==> src/rtl/control_sequencer_if.sv <==
// control_sequencer_if: the control bundle between the hardwired sequencer and
// the single-bus Mini SRC datapath.
// master: the sequencer (reads IR and Mem_Ready, drives every strobe).
// slave:  the datapath (supplies IR and Mem_Ready, consumes every strobe).
interface control_sequencer_if;
  // Datapath status seen by the sequencer
  logic [31:0] IR;
  logic        Mem_Ready;

  // Bus-source selects
  logic        PC_Out;
  logic        MDR_Out;
  logic        ZHI_Out;
  logic        ZLO_Out;
  logic        HI_Out;
  logic        LO_Out;
  logic        C_Out;
  logic [15:0] R_Out;

  // Register load enables
  logic        PC_In;
  logic        MDR_In;
  logic        MAR_In;
  logic        IR_In;
  logic        Y_In;
  logic        Z_In;
  logic        HI_In;
  logic        LO_In;
  logic [15:0] R_In;

  // PC increment, memory strobes, ALU select and status
  logic        IncPC;
  logic        Read;
  logic        Write;
  logic [3:0]  CONTROL;
  logic        Run;
  logic        Illegal_Op;

  modport master (
    input  IR, Mem_Ready,
    output PC_Out, MDR_Out, ZHI_Out, ZLO_Out, HI_Out, LO_Out, C_Out, R_Out,
    output PC_In, MDR_In, MAR_In, IR_In, Y_In, Z_In, HI_In, LO_In, R_In,
    output IncPC, Read, Write, CONTROL, Run, Illegal_Op
  );

  modport slave (
    output IR, Mem_Ready,
    input  PC_Out, MDR_Out, ZHI_Out, ZLO_Out, HI_Out, LO_Out, C_Out, R_Out,
    input  PC_In, MDR_In, MAR_In, IR_In, Y_In, Z_In, HI_In, LO_In, R_In,
    input  IncPC, Read, Write, CONTROL, Run, Illegal_Op
  );
endinterface

==> src/rtl/control_sequencer.sv <==
// control_sequencer: hardwired control unit for the single-bus Mini SRC
// datapath. Steps one instruction at a time through fetch (T0-T2), decode
// (T3) and execute (T3-T7). All strobes are a combinational decode of the
// state register and IR; memory accesses stall in T1/T6/T7 on Mem_Ready.
// Optional feature: define MUL_DIV_EN to execute mul/div through the HI/LO
// sequence; without it those opcodes take the illegal-opcode path.
module control_sequencer (
  input  logic                 Clock,
  input  logic                 Clear,
  control_sequencer_if.master  bus
);

  typedef enum logic [3:0] {
    S_RST  = 4'd0,
    S_T0   = 4'd1,
    S_T1   = 4'd2,
    S_T2   = 4'd3,
    S_T3   = 4'd4,
    S_T4   = 4'd5,
    S_T5   = 4'd6,
    S_T6   = 4'd7,
    S_T7   = 4'd8,
    S_HALT = 4'd9
  } state_t;

  localparam logic [4:0] OP_LD   = 5'b00000;
  localparam logic [4:0] OP_LDI  = 5'b00001;
  localparam logic [4:0] OP_ST   = 5'b00010;
  localparam logic [4:0] OP_ADD  = 5'b00011;
  localparam logic [4:0] OP_SHL  = 5'b01011;
  localparam logic [4:0] OP_ADDI = 5'b01100;
  localparam logic [4:0] OP_ANDI = 5'b01101;
  localparam logic [4:0] OP_ORI  = 5'b01110;
  localparam logic [4:0] OP_DIV  = 5'b01111;
  localparam logic [4:0] OP_MUL  = 5'b10000;
  localparam logic [4:0] OP_NEG  = 5'b10001;
  localparam logic [4:0] OP_NOT  = 5'b10010;
  localparam logic [4:0] OP_NOP  = 5'b11010;
  localparam logic [4:0] OP_HALT = 5'b11011;

  localparam logic [3:0] ALU_ADD  = 4'd0;
  localparam logic [3:0] ALU_AND  = 4'd2;
  localparam logic [3:0] ALU_OR   = 4'd3;
  localparam logic [3:0] ALU_DIV  = 4'd9;
  localparam logic [3:0] ALU_MUL  = 4'd10;
  localparam logic [3:0] ALU_NEG  = 4'd11;
  localparam logic [3:0] ALU_NOT  = 4'd12;

  // One-hot GPR select from a 4-bit register field
  function automatic logic [15:0] onehot(input logic [3:0] idx);
    onehot = 16'h0001 << idx;
  endfunction

  // ALU operation for every opcode that drives CONTROL during execute.
  // R-type opcodes are laid out in the same order as the ALU encodings.
  function automatic logic [3:0] alu_ctl(input logic [4:0] op);
    logic [4:0] rel;
    rel     = op - OP_ADD;
    alu_ctl = ALU_ADD;
    if (op >= OP_ADD && op <= OP_SHL) alu_ctl = rel[3:0];
    else begin
      case (op)
        OP_ANDI: alu_ctl = ALU_AND;
        OP_ORI:  alu_ctl = ALU_OR;
        OP_NEG:  alu_ctl = ALU_NEG;
        OP_NOT:  alu_ctl = ALU_NOT;
`ifdef MUL_DIV_EN
        OP_DIV:  alu_ctl = ALU_DIV;
        OP_MUL:  alu_ctl = ALU_MUL;
`endif
        default: alu_ctl = ALU_ADD;
      endcase
    end
  endfunction

  state_t      r_state;
  state_t      w_next;

  logic [4:0]  w_op;
  logic [3:0]  w_ra;
  logic [3:0]  w_rb;
  logic [3:0]  w_rc;
  logic        w_unused_ir;

  logic        w_is_rtype;
  logic        w_is_imm;
  logic        w_is_negnot;
  logic        w_is_muldiv;
  logic        w_is_ld;
  logic        w_is_ldi;
  logic        w_is_st;
  logic        w_is_nop;
  logic        w_is_halt;
  logic [3:0]  w_alu;

  logic        w_pc_out, w_mdr_out, w_zhi_out, w_zlo_out, w_c_out;
  logic        w_mdr_in, w_mar_in, w_ir_in, w_y_in, w_z_in, w_hi_in, w_lo_in;
  logic        w_incpc, w_read, w_write, w_run, w_illegal;
  logic [15:0] w_r_out, w_r_in;
  logic [3:0]  w_control;

  // Instruction fields; the immediate field is consumed by the datapath, not here
  assign w_op        = bus.IR[31:27];
  assign w_ra        = bus.IR[26:23];
  assign w_rb        = bus.IR[22:19];
  assign w_rc        = bus.IR[18:15];
  assign w_unused_ir = ^bus.IR[14:0];

  assign w_is_rtype  = (w_op >= OP_ADD) && (w_op <= OP_SHL);
  assign w_is_imm    = (w_op >= OP_ADDI) && (w_op <= OP_ORI);
  assign w_is_negnot = (w_op == OP_NEG) || (w_op == OP_NOT);
`ifdef MUL_DIV_EN
  assign w_is_muldiv = (w_op == OP_MUL) || (w_op == OP_DIV);
`else
  assign w_is_muldiv = 1'b0;
`endif
  assign w_is_ld     = (w_op == OP_LD);
  assign w_is_ldi    = (w_op == OP_LDI);
  assign w_is_st     = (w_op == OP_ST);
  assign w_is_nop    = (w_op == OP_NOP);
  assign w_is_halt   = (w_op == OP_HALT);
  assign w_alu       = alu_ctl(w_op);

  // State register; Clear forces RST immediately so all strobes drop at once
  always_ff @(posedge Clock or posedge Clear) begin
    if (Clear) r_state <= S_RST;
    else       r_state <= w_next;
  end

  // Next-state and strobe decode from the current state and IR
  always_comb begin
    w_next    = r_state;
    w_pc_out  = 1'b0;
    w_mdr_out = 1'b0;
    w_zhi_out = 1'b0;
    w_zlo_out = 1'b0;
    w_c_out   = 1'b0;
    w_mdr_in  = 1'b0;
    w_mar_in  = 1'b0;
    w_ir_in   = 1'b0;
    w_y_in    = 1'b0;
    w_z_in    = 1'b0;
    w_hi_in   = 1'b0;
    w_lo_in   = 1'b0;
    w_incpc   = 1'b0;
    w_read    = 1'b0;
    w_write   = 1'b0;
    w_run     = 1'b0;
    w_illegal = 1'b0;
    w_r_out   = 16'h0000;
    w_r_in    = 16'h0000;
    w_control = ALU_ADD;

    case (r_state)
      S_RST: begin
        w_next = S_T0;
      end

      S_T0: begin
        w_run    = 1'b1;
        w_pc_out = 1'b1;
        w_mar_in = 1'b1;
        w_incpc  = 1'b1;
        w_next   = S_T1;
      end

      S_T1: begin
        w_run    = 1'b1;
        w_read   = 1'b1;
        w_mdr_in = 1'b1;
        if (bus.Mem_Ready) w_next = S_T2;
      end

      S_T2: begin
        w_run     = 1'b1;
        w_mdr_out = 1'b1;
        w_ir_in   = 1'b1;
        w_next    = S_T3;
      end

      S_T3: begin
        w_run = 1'b1;
        if (w_is_rtype || w_is_imm) begin
          w_r_out = onehot(w_rb);
          w_y_in  = 1'b1;
          w_next  = S_T4;
        end else if (w_is_negnot) begin
          w_r_out   = onehot(w_rb);
          w_control = w_alu;
          w_z_in    = 1'b1;
          w_next    = S_T4;
        end else if (w_is_muldiv) begin
          w_r_out = onehot(w_ra);
          w_y_in  = 1'b1;
          w_next  = S_T4;
        end else if (w_is_ld || w_is_ldi || w_is_st) begin
          // R0 as base register means "no base": the bus carries zero
          w_r_out = (w_rb == 4'd0) ? 16'h0000 : onehot(w_rb);
          w_y_in  = 1'b1;
          w_next  = S_T4;
        end else if (w_is_nop) begin
          w_next = S_T0;
        end else if (w_is_halt) begin
          w_next = S_HALT;
        end else begin
          w_illegal = 1'b1;
          w_next    = S_T0;
        end
      end

      S_T4: begin
        w_run  = 1'b1;
        w_next = S_T0;
        if (w_is_rtype) begin
          w_r_out   = onehot(w_rc);
          w_control = w_alu;
          w_z_in    = 1'b1;
          w_next    = S_T5;
        end else if (w_is_imm) begin
          w_c_out   = 1'b1;
          w_control = w_alu;
          w_z_in    = 1'b1;
          w_next    = S_T5;
        end else if (w_is_negnot) begin
          w_zlo_out = 1'b1;
          w_r_in    = onehot(w_ra);
        end else if (w_is_muldiv) begin
          w_r_out   = onehot(w_rb);
          w_control = w_alu;
          w_z_in    = 1'b1;
          w_next    = S_T5;
        end else if (w_is_ld || w_is_ldi || w_is_st) begin
          w_c_out   = 1'b1;
          w_control = ALU_ADD;
          w_z_in    = 1'b1;
          w_next    = S_T5;
        end
      end

      S_T5: begin
        w_run  = 1'b1;
        w_next = S_T0;
        if (w_is_rtype || w_is_imm || w_is_ldi) begin
          w_zlo_out = 1'b1;
          w_r_in    = onehot(w_ra);
        end else if (w_is_muldiv) begin
          w_zlo_out = 1'b1;
          w_lo_in   = 1'b1;
          w_next    = S_T6;
        end else if (w_is_ld || w_is_st) begin
          w_zlo_out = 1'b1;
          w_mar_in  = 1'b1;
          w_next    = S_T6;
        end
      end

      S_T6: begin
        w_run  = 1'b1;
        w_next = S_T0;
        if (w_is_muldiv) begin
          w_zhi_out = 1'b1;
          w_hi_in   = 1'b1;
        end else if (w_is_ld) begin
          w_read   = 1'b1;
          w_mdr_in = 1'b1;
          w_next   = bus.Mem_Ready ? S_T7 : S_T6;
        end else if (w_is_st) begin
          // Store data goes onto the bus with Read low so MDR loads from the bus
          w_r_out  = onehot(w_ra);
          w_mdr_in = 1'b1;
          w_next   = S_T7;
        end
      end

      S_T7: begin
        w_run  = 1'b1;
        w_next = S_T0;
        if (w_is_ld) begin
          w_mdr_out = 1'b1;
          w_r_in    = onehot(w_ra);
        end else if (w_is_st) begin
          w_write = 1'b1;
          w_next  = bus.Mem_Ready ? S_T0 : S_T7;
        end
      end

      S_HALT: begin
        w_next = S_HALT;
      end

      default: begin
        w_next = S_RST;
      end
    endcase
  end

  assign bus.PC_Out     = w_pc_out;
  assign bus.MDR_Out    = w_mdr_out;
  assign bus.ZLO_Out    = w_zlo_out;
  assign bus.HI_Out     = 1'b0;
  assign bus.LO_Out     = 1'b0;
  assign bus.C_Out      = w_c_out;
  assign bus.R_Out      = w_r_out;
  assign bus.PC_In      = 1'b0;
  assign bus.MDR_In     = w_mdr_in;
  assign bus.MAR_In     = w_mar_in;
  assign bus.IR_In      = w_ir_in;
  assign bus.Y_In       = w_y_in;
  assign bus.Z_In       = w_z_in;
  assign bus.R_In       = w_r_in;
  assign bus.IncPC      = w_incpc;
  assign bus.Read       = w_read;
  assign bus.Write      = w_write;
  assign bus.CONTROL    = w_control;
  assign bus.Run        = w_run;
  assign bus.Illegal_Op = w_illegal;
`ifdef MUL_DIV_EN
  assign bus.ZHI_Out    = w_zhi_out;
  assign bus.HI_In      = w_hi_in;
  assign bus.LO_In      = w_lo_in;
`else
  // HI/LO path is absent: keep the unused decode terms observable but inert
  assign bus.ZHI_Out    = 1'b0 & w_zhi_out;
  assign bus.HI_In      = 1'b0 & w_hi_in;
  assign bus.LO_In      = 1'b0 & w_lo_in;
`endif

endmodule

==> src/flat_wrapper.sv <==
// flat-port wrapper written by rule: the top's interface ports become plain ports
module control_sequencer_flat 
  (Clock, Clear, bus_IR, bus_Mem_Ready, bus_PC_Out, bus_MDR_Out, bus_ZHI_Out, bus_ZLO_Out, bus_HI_Out, bus_LO_Out, bus_C_Out, bus_R_Out, bus_PC_In, bus_MDR_In, bus_MAR_In, bus_IR_In, bus_Y_In, bus_Z_In, bus_HI_In, bus_LO_In, bus_R_In, bus_IncPC, bus_Read, bus_Write, bus_CONTROL, bus_Run, bus_Illegal_Op);
  control_sequencer_if bus_i ();
  input  logic Clock;
  input  logic Clear;
  input wire logic [$bits(bus_i.IR)-1:0] bus_IR;
  input wire logic [$bits(bus_i.Mem_Ready)-1:0] bus_Mem_Ready;
  output wire logic [$bits(bus_i.PC_Out)-1:0] bus_PC_Out;
  output wire logic [$bits(bus_i.MDR_Out)-1:0] bus_MDR_Out;
  output wire logic [$bits(bus_i.ZHI_Out)-1:0] bus_ZHI_Out;
  output wire logic [$bits(bus_i.ZLO_Out)-1:0] bus_ZLO_Out;
  output wire logic [$bits(bus_i.HI_Out)-1:0] bus_HI_Out;
  output wire logic [$bits(bus_i.LO_Out)-1:0] bus_LO_Out;
  output wire logic [$bits(bus_i.C_Out)-1:0] bus_C_Out;
  output wire logic [$bits(bus_i.R_Out)-1:0] bus_R_Out;
  output wire logic [$bits(bus_i.PC_In)-1:0] bus_PC_In;
  output wire logic [$bits(bus_i.MDR_In)-1:0] bus_MDR_In;
  output wire logic [$bits(bus_i.MAR_In)-1:0] bus_MAR_In;
  output wire logic [$bits(bus_i.IR_In)-1:0] bus_IR_In;
  output wire logic [$bits(bus_i.Y_In)-1:0] bus_Y_In;
  output wire logic [$bits(bus_i.Z_In)-1:0] bus_Z_In;
  output wire logic [$bits(bus_i.HI_In)-1:0] bus_HI_In;
  output wire logic [$bits(bus_i.LO_In)-1:0] bus_LO_In;
  output wire logic [$bits(bus_i.R_In)-1:0] bus_R_In;
  output wire logic [$bits(bus_i.IncPC)-1:0] bus_IncPC;
  output wire logic [$bits(bus_i.Read)-1:0] bus_Read;
  output wire logic [$bits(bus_i.Write)-1:0] bus_Write;
  output wire logic [$bits(bus_i.CONTROL)-1:0] bus_CONTROL;
  output wire logic [$bits(bus_i.Run)-1:0] bus_Run;
  output wire logic [$bits(bus_i.Illegal_Op)-1:0] bus_Illegal_Op;
  assign bus_i.IR = bus_IR;
  assign bus_i.Mem_Ready = bus_Mem_Ready;
  assign bus_PC_Out = bus_i.PC_Out;
  assign bus_MDR_Out = bus_i.MDR_Out;
  assign bus_ZHI_Out = bus_i.ZHI_Out;
  assign bus_ZLO_Out = bus_i.ZLO_Out;
  assign bus_HI_Out = bus_i.HI_Out;
  assign bus_LO_Out = bus_i.LO_Out;
  assign bus_C_Out = bus_i.C_Out;
  assign bus_R_Out = bus_i.R_Out;
  assign bus_PC_In = bus_i.PC_In;
  assign bus_MDR_In = bus_i.MDR_In;
  assign bus_MAR_In = bus_i.MAR_In;
  assign bus_IR_In = bus_i.IR_In;
  assign bus_Y_In = bus_i.Y_In;
  assign bus_Z_In = bus_i.Z_In;
  assign bus_HI_In = bus_i.HI_In;
  assign bus_LO_In = bus_i.LO_In;
  assign bus_R_In = bus_i.R_In;
  assign bus_IncPC = bus_i.IncPC;
  assign bus_Read = bus_i.Read;
  assign bus_Write = bus_i.Write;
  assign bus_CONTROL = bus_i.CONTROL;
  assign bus_Run = bus_i.Run;
  assign bus_Illegal_Op = bus_i.Illegal_Op;
  control_sequencer u_core (.Clock(Clock), .Clear(Clear), .bus(bus_i));
endmodule
==> config.mk <==
export PLATFORM = sky130hd
export DESIGN_NAME = control_sequencer_flat
export DESIGN_NICKNAME = d
export VERILOG_FILES = /design/src/rtl/control_sequencer_if.sv /design/src/rtl/control_sequencer.sv /design/src/flat_wrapper.sv
export SDC_FILE = /design/constraint.sdc
export NUM_CORES = 1
export LEC_CHECK = 0
export CORE_MARGIN = 2
export CORE_UTILIZATION = 35
export DETAILED_ROUTE_END_ITERATION = 10
export GPL_TIMING_DRIVEN = 0
export MAX_ROUTING_LAYER = met4
export PLACE_DENSITY_LB_ADDON = 0.25
export SETUP_SLACK_MARGIN = 0.1
export SLEW_MARGIN = 20
export SYNTH_ARGS = -nofsm -noshare
export SYNTH_HDL_FRONTEND = slang
export SYNTH_SLANG_ARGS = --single-unit
==> constraint.sdc <==
create_clock -name Clock -period 3.7 [get_ports Clock]
set_clock_uncertainty 0.15 [all_clocks]
set_input_delay 0.74 -clock Clock [delete_from_list [all_inputs] [get_ports Clock]]
set_output_delay 0.74 -clock Clock [all_outputs]
set_load 0.1 [all_outputs]
==> metrics.md, run 1 <==
| Metric | Value |
|---|---|
| Status | complete, no violations |
| ANT cells | 0 |
| CP dominant cell by count | buf_4 |
| Period utilization | 95.8% |
| Setup CP Type | in -> out |
| Post-synth top cells | nand2_1 (33), nor2_1 (19), inv_1 (16) |
| Remaining global-route overflow | 0 |
| Row count | 25 |
| Area share of the largest cell type after synthesis | 7.42% |
| Worst Tran Pin Value | 0.983 ns |
| Via density | 5.92 |
| Ys flop type | dfrtp_1 |
| Synth area leader | nand2_1 |
| DPL Wire Length | 4.75 mm |
| Starting Density | 35.8% |
| EDFF count, synth | 0 |
| DIE AREA | 5340 um2 |
| Io pins | 91 |
| Area grow syn2layout | 90.6% |
| CP endpoint kind | output pin |
| R2r setup slk | 1.65 ns |
| Most flops, register | u_core.r_state |
| Reg-to-Reg Start | u_core.r_state[2] |
| Period minus WS final | 3.54 ns |
| Sink Count | 4 |
| Count of different cell masters after synthesis | 63 |
| Setup-failing EPs final | 0 |
| Design Area, Final | 3180 um2 |
| RSZ-0062 raised after global routing | false |
| CTS tree | built |
| Fin nets | 378 |
| Number of global-route vias before repair | 2027 |
| Highest clock rate | 282 MHz |
| Die span in x | 73.1 um |
| Crit path to | bus_Illegal_Op |
| Initial antenna violation count | 0 |
| Htree depth | 1 |
| TritonCTS Buffers | 3 |
| Routed WL per cell | 16.4 um |
| Die Y | 73.1 um |
| Residual DRC | 0 |
| Mapped Cells | 249 |
| Worst setup path start | bus_IR[28] |
| RR Endpoint | u_core.r_state[1] |
| Synth warnings | 0 |
| Main area contributors after synthesis | nand2_1 (7.4%), a311oi_1 (7.3%), dfrtp_1 (6.0%) |
| Placed Area | 2890 um2 |
| Number of port buffers | 64 |
| Largest net degree at the start of global routing | 11 |
| PwrDens | 339 nW/um2 |
| Critical Path Max Stage Delay | 0.42 ns |
| Clock slew at reported path FFs | 0.03 ns |
| Sequential share of the synthesized area | 6.00% |
| R2R depth | 5 |
| Startpoint Class | input port |
| Mapped Area | 1670 um2 |
| Leakage | 1.26 nW |
| Max transition margin | 34.3% |
| Max Root-Sink Buffers | 2 |
| Required time of the critical path | 2.81 ns |
| Most common cell in the netlist | nand2_1 |
| Ys async rst share | 100% |
| Synth Register Bits | 4 |
| DRT iter0 DRCs | 155 |
| Clk_lat worst skew | 0.22 ns |
| Worst VDD drop | 0.601 mV |
| Hold slack | 0.569 ns |
| CP max FO | 9 |
| Max-Cap Viols | 0 |
| Crit path cell chain | buf_4, ha_4, a2111o_1, nand4_1, buf_4, o21ai_0, nor4_2, buf_6 |
| Worst endpoint data arrival time | 2.65 ns |
| Post-layout util | 68.2% |
| Final max-slew violation count | 0 |
| CORE AREA | 4660 um2 |
| Detailed-route wire length | 6.40 mm |
| Largest register FFs | 4 |
| Biggest regs | u_core.r_state (4) |
| Crit path max-delay cell type | a2111o_1 |
| Share of cells above drive strength 1 | 43.6% |
| DR vias | 2313 |
| Syn_area_per_cell | 6.70 um2 |
| Fin Setup TNS | 0 ns |
| Final hold vios | 0 |
| Placer congestion estimate | 0.924 |
| All-Layer GR Usage | 23.3% |
| Pre-Repair DR Iteration Count | 4 |
| First-pass GRT wire length | 9.76 mm |
| ANT nets after route | 0 |
| Clock root cell | clkbuf_8 |
| HP Class | in -> async |
-- routing by layer --
layer | share of wire, % | track usage, %
met1 | 44 | 33.5
met2 | 50 | 36.1
met3 | 5.3 | 2.76
met4 | 0.81 | 2.26
met5 | 0 | -
-- kinds of logic after synthesis --
| group | share of synthesized area, % |
|---|---|
| simple gates | 45.6 |
| compound gates | 32.0 |
| buf+inv | 12.7 |
| fa+ha+maj | 3.00 |
| flops | 6.00 |
| xor+xnor | 0.525 |
| other cells | 0.225 |
-- worst max-delay path: cells and delay by family --
family          cells  cell delay, ns
buf+inv             3            0.57
simple gates        2            0.54
compound gates      2            0.62
fa+ha+maj           1            0.18
-- timing repair --
| action | in CTS | in global routing |
|---|---|---|
| setup buffers | 9 | 4 |
| hold buffers | 0 | 0 |
| pin swaps | 14 | 10 |
| setup endpoints to repair | 46 | 37 |
| resized for setup | 299 | 25 |
| cloned | 0 | 3 |
-- area by class of cell --
| type | count | area (um2) |
|---|---|---|
| fill | 392 | 1480 |
| multi-input combinational | 207 | 1860 |
| timing repair buffer | 80 | 827 |
| clock buffer | 3 | 41.3 |
| inverter | 17 | 65.1 |
| buffer | 26 | 218 |
| sequential | 4 | 100 |
| tap | 54 | 67.6 |
-- metrics by stage --
| step | std cells | setup slack, ns | total power (W) |
|---|---|---|---|
| 3_5_place_dp | 372 | -1.50 | 0.000968 |
| 3_3_place_gp | 372 | -1.49 | 0.000963 |
| 5_1_grt | 391 | 0.0913 | 0.00113 |
| 4_1_cts | 384 | 0.108 | 0.00106 |
| 2_1_floorplan | 254 | -0.661 | 0.000784 |
| 6_report | 391 | 0.156 | 0.00108 |
-- where the power goes --
| part | leakage [nW] | total [W] | switching (W) | internal [W] |
|---|---|---|---|---|
| Sequential | 0.0508 | 0.0000790 | 0.0000188 | 0.0000601 |
| Combinational | 1.19 | 0.000910 | 0.000680 | 0.000230 |
| Clock | 0.0216 | 0.0000907 | 0.0000215 | 0.0000692 |
-- cells in the final DEF, fill, tap and decap left out, drive strengths merged, types with 3 or more instances in the layout --
| master | n |
|---|---|
| o221ai | 6 |
| nand2b | 8 |
| o21ai | 5 |
| o2111ai | 3 |
| dfrtp | 4 |
| o211ai | 11 |
| a31oi | 4 |
| clkdlybuf4s50 | 12 |
| nor3b | 4 |
| nor2 | 20 |
| clkdlybuf4s15 | 4 |
| inv | 16 |
| nand3 | 9 |
| nand3b | 3 |
| a21oi | 7 |
| nor3 | 13 |
| nand4 | 7 |
| nor4b | 3 |
| nor4 | 4 |
| a311oi | 14 |
| nand2 | 34 |
| conb | 6 |
| ha | 4 |
| buf | 72 |
| nand4b | 4 |
| clkbuf | 18 |
-- how the worst min path moves through the flow --
| stage | from | endpoint | slack [ns] | depth (start not counted) |
|---|---|---|---|---|
| final | Clear | u_core.r_state[0] | 0.57 | 2 |
| after global placement | u_core.r_state[1] | u_core.r_state[0] | 0.63 | 3 |
| after global routing | Clear | u_core.r_state[3] | 0.57 | 2 |
| after floorplan | Clear | u_core.r_state[0] | 0.36 | 1 |
| after CTS | Clear | u_core.r_state[3] | 0.55 | 2 |
| after detailed placement | u_core.r_state[1] | u_core.r_state[0] | 0.64 | 3 |
(Power assumes the default switching activity.)
==> run 2: changes to the inputs <==
clock period = 4 ns   (was 3.7 ns; I/O delays follow)
==> metrics.md, run 2 (synthesis results as in run 1) <==
| Metric | Value |
|---|---|
| CORE AREA | 4660 um2 |
| WL met2 | 2.82 mm |
| Hold-fix buffers at CTS | 0 |
| Period minus WS final | 3.82 ns |
| Number of global-route vias before repair | 1982 |
| Sink Count | 4 |
| DRT iter0 DRCs | 170 |
| Initial antenna violation count | 0 |
| Period utilization | 95.4% |
| RSZ-0062 raised after global routing | false |
| Routed WL per cell | 16.0 um |
| Highest clock rate | 262 MHz |
| Required time of the critical path | 3.05 ns |
| Multi-input combinational cell area | 1640 um2 |
| R2r setup slk | 1.95 ns |
| All-Layer GR Usage | 23.2% |
| First-pass GRT wire length | 9.63 mm |
| Area grow syn2layout | 64.1% |
| Htree depth | 1 |
| Most flops, register | u_core.r_state |
| Share of cells above drive strength 1 | 38.2% |
| Worst Tran Pin Value | 0.970 ns |
| Total power | 0.000966 W |
| Fill cells | 461 |
| ANT cells | 0 |
| Largest register FFs | 4 |
| DR vias | 2244 |
| Max-Cap Viols | 0 |
| Via density | 5.89 |
| HP Class | in -> async |
| Die Y | 73.1 um |
| ANT nets after route | 0 |
| DIE AREA | 5340 um2 |
| Final max-slew violation count | 0 |
| Row count | 25 |
| CP max FO | 10 |
| Max Root-Sink Buffers | 2 |
| M1 WL | 2.80 mm |
| Sequential Area | 100 um2 |
| DPL Wire Length | 4.71 mm |
| Reg-to-Reg Start | u_core.r_state[2] |
| Biggest regs | u_core.r_state (4) |
| Detailed-route wire length | 6.12 mm |
| Final hold vios | 0 |
| Number of port buffers | 64 |
| Clock root cell | clkbuf_8 |
| Leakage | 1.04 nW |
| Placer congestion estimate | 0.909 |
| Setup CP Type | in -> out |
| Clock slew at reported path FFs | 0.03 ns |
| Post-layout util | 58.8% |
| Commonest non-fill, non-tap cell in the layout | nand2_1 |
| Clk_lat worst skew | 0.22 ns |
| Startpoint Class | input port |
| CTS tree | built |
| Setup-failing EPs final | 0 |
| Design Area, Final | 2740 um2 |
| Max transition margin | 35.1% |
| RR Endpoint | u_core.r_state[1] |
| Io pins | 91 |
| CP endpoint kind | output pin |
| Residual DRC | 0 |
| Largest net degree at the start of global routing | 11 |
| TritonCTS Buffers | 3 |
| Most frequent cells in the layout | nand2_1 (32), buf_4 (29), buf_6 (17), nor2_1 (17), inv_1 (16) |
| Wire length on met3 | 342 um |
| R2R depth | 5 |
| Remaining global-route overflow | 0 |
| Die span in x | 73.1 um |
| Placed Area | 2660 um2 |
| Highest metal used | met4 |
| Worst endpoint data arrival time | 2.87 ns |
| Pre-Repair DR Iteration Count | 4 |
| Status | complete, no violations |
| PwrDens | 353 nW/um2 |
| Starting Density | 35.8% |
| Fin nets | 368 |
| Worst VDD drop | 0.333 mV |
[run 2: changes by cell type in the layout (fill, tap and decap cells not counted), sizes merged]
cell,change
clkdlybuf4s15,+2
dlymetal6s2s,-1
clkbuf,-2
clkdlybuf4s50,+2
dlygate4sd2,+1
buf,-12
[run 2: how the worst max path moves through the flow]
stage / start / end / slack [ns]
2_1_floorplan: bus_IR[27] / bus_Illegal_Op / -0.49
6_report: bus_IR[28] / bus_R_In[12] / 0.18
4_1_cts: bus_IR[29] / bus_R_In[15] / 0.09
5_1_grt: bus_IR[28] / bus_R_In[12] / 0.11
3_5_place_dp: bus_IR[27] / bus_R_In[15] / -1.23
3_3_place_gp: bus_IR[27] / bus_R_In[12] / -1.20
[run 2: critical path, cell delays in order]
cell,delay (ns)
clkdlybuf4s15_2,0.27
inv_1,0.13
ha_1,0.30
nand2_1,0.14
a211o_1,0.31
buf_4,0.18
buf_6,0.16
a311oi_2,0.30
buf_6,0.27
[run 2: area by class of cell]
type / count / share of cell area (%)
clock buffers: 3 / 1.51
repair buffers: 70 / 23.3
well taps: 54 / 2.47
plain buffers: 26 / 6.72
flip-flops and latches: 4 / 3.65
inverters: 17 / 2.38
multi-input cells: 207 / 60.0
[run 2: what timing repair did]
item	in CTS	in global routing
resized for setup	274	16
pin swaps	7	2
setup endpoints to repair	46	33
setup buffers	5	1
[run 2: report_power, final]
group	internal [W]	switching (W)	leakage [nW]
Clock	0.0000640	0.0000200	0.0216
Sequential	0.0000556	0.0000194	0.0508
Combinational	0.000191	0.000616	0.965
[run 2: layer usage]
layer | GRT usage (%) | up-vias
met5 | - | -
met4 | 7.20 | 0
met3 | 1.38 | 16
met2 | 34.3 | 90
met1 | 33.6 | 1030
li1 | - | 1108
[run 2: per-stage QoR]
| step | setup TNS, ns | hold WS [ns] | instances | setup WS (ns) |
|---|---|---|---|---|
| final | 0 | 0.617 | 381 | 0.185 |
| after global routing | 0 | 0.637 | 381 | 0.107 |
| after CTS | 0 | 0.616 | 380 | 0.0879 |
| after detailed placement | -46.28 | 0.613 | 372 | -1.23 |
| after global placement | -46.25 | 0.583 | 372 | -1.20 |
| after floorplan | -4.96 | 0.416 | 254 | -0.495 |
==> run 3: changes to the inputs <==
CORE_UTILIZATION = 41   (was 35)
CTS_BUF_LIST = sky130_fd_sc_hd__clkbuf_8   (was default)
==> metrics.md, run 3 (synthesis results as in run 1) <==
| Metric | Value |
|---|---|
| Biggest regs | u_core.r_state (4) |
| Clock root cell | clkbuf_8 |
| Clock slew at reported path FFs | 0.03 ns |
| Buf/Inv on CP | 4 |
| Placed Area | 2650 um2 |
| Clk_lat worst skew | 0.22 ns |
| Area grow syn2layout | 62.3% |
| CTS tree | built |
| Routed WL per cell | 15.8 um |
| DRT iter0 DRCs | 215 |
| ANT cells | 0 |
| Via density | 5.92 |
| Residual DRC | 0 |
| Number of global-route vias before repair | 1908 |
| TritonCTS Buffers | 3 |
| PwrDens | 355 nW/um2 |
| DPL Wire Length | 4.58 mm |
| Delay-heaviest family, CP | buffers and inverters |
| Placer congestion estimate | 0.981 |
| First-pass GRT wire length | 9.02 mm |
| Critical Path Max Stage Delay | 0.32 ns |
| Required time of the critical path | 3.05 ns |
| Final hold vios | 0 |
| Initial antenna violation count | 0 |
| Die Y | 67.8 um |
| Critical path depth | 9 |
| Period utilization | 93.1% |
| Crit path cell chain | buf_2, ha_4, nand4b_1, nand4_1, a211o_1, buf_4, buf_6, a311oi_2, buf_6 |
| Worst endpoint data arrival time | 2.77 ns |
| Largest net degree at the start of global routing | 11 |
| Fin Setup TNS | 0 ns |
| Htree depth | 1 |
| Most flops, register | u_core.r_state |
| Setup-failing EPs final | 0 |
| Crit path max-delay cell type | a211o_1 |
| Leakage | 1.03 nW |
| Max-Cap Viols | 0 |
| HP Class | in -> async |
| Detailed-route wire length | 5.98 mm |
| Remaining global-route overflow | 0 |
| Sink Count | 4 |
| CP max FO | 10 |
| R2R depth | 5 |
| CP endpoint kind | output pin |
| Most frequent cells in the layout | buf_4 (37), nand2_1 (31), nor2_1 (17) |
| DR vias | 2237 |
| CP dominant cell by count | buf_6 |
| Io pins | 91 |
| Largest register FFs | 4 |
| Max transition margin | 35.4% |
| CORE AREA | 3970 um2 |
| Highest clock rate | 269 MHz |
| Commonest non-fill, non-tap cell in the layout | buf_4 |
| Period minus WS final | 3.72 ns |
| Pre-Repair DR Iteration Count | 5 |
| Setup CP Type | in -> out |
| Design Area, Final | 2710 um2 |
| Die span in x | 67.8 um |
| Final max-slew violation count | 0 |
| Reg-to-Reg Start | u_core.r_state[2] |
| Max Root-Sink Buffers | 2 |
| Worst VDD drop | 0.444 mV |
| Worst Tran Pin Value | 0.966 ns |
| Startpoint Class | input port |
| Number of port buffers | 64 |
| Share of cells above drive strength 1 | 39.3% |
| Fin nets | 369 |
| Starting Density | 42.0% |
| All-Layer GR Usage | 25.6% |
| DIE AREA | 4600 um2 |
| Status | complete, no violations |
| Row count | 23 |
| RSZ-0062 raised after global routing | false |
| ANT nets after route | 0 |
| Worst setup path start | bus_IR[27] |
run 3: area by class of cell:
class | instances | area [um2]
buffer | 26 | 184
clock buffer | 3 | 41.3
fill | 345 | 1260
inverter | 17 | 65.1
multi-input combinational | 207 | 1640
sequential | 4 | 100
tap | 50 | 62.6
timing repair buffer | 71 | 619
run 3: worst register-to-register path: cells and delay by family, from the launching register on:
kind                   cells  cell delay [ns]
DFF                        1             0.43
buffers and inverters      1             0.36
AOI/OAI and AO/OA          2             0.26
and+or+nand+nor            2             0.73
run 3: repair_timing:
action,in CTS,in global routing
resized for setup,280,7
pin swaps,4,2
setup endpoints to repair,46,43
setup buffers,5,2
hold buffers,0,0
run 3: metrics by stage:
step	instances	setup WS [ns]	util, %	hold slack, ns	total power [W]
finish	378	0.278	68.2	0.618	0.000962
global route	378	0.186	68.2	0.641	0.00100
CTS	376	0.0905	67.8	0.621	0.000958
detailed placement	368	-1.24	66.7	0.624	0.000879
global placement	368	-1.19	66.7	0.583	0.000873
floorplan	254	-0.495	-	0.416	0.000706
run 3: report_power, final:
part	internal [W]	total [W]	switching, W
clock	0.0000642	0.0000851	0.0000209
combinational	0.000190	0.000802	0.000612
sequential	0.0000556	0.0000745	0.0000189
run 3: final timing paths:
path | endpoint | slack [ns]
setup / recovery | bus_R_In[12] | 0.28
hold / removal | u_core.r_state[3] | 0.62
setup reg to reg | u_core.r_state[1] | 1.97
hold reg to reg | u_core.r_state[2] | 0.65
max in group asynchronous | u_core.r_state[0] | 2.93
min in group Clock | u_core.r_state[2] | 0.65
run 3: metal layers:
metal  vias to the layer above  global-route usage, %  routed length, um
met5                         -                      -                  0
met4                         0                   5.00                 27
met3                         4                   1.00                317
met2                        86                   40.0               2820
met1                      1039                   36.8               2810
li1                       1108                      -                  -
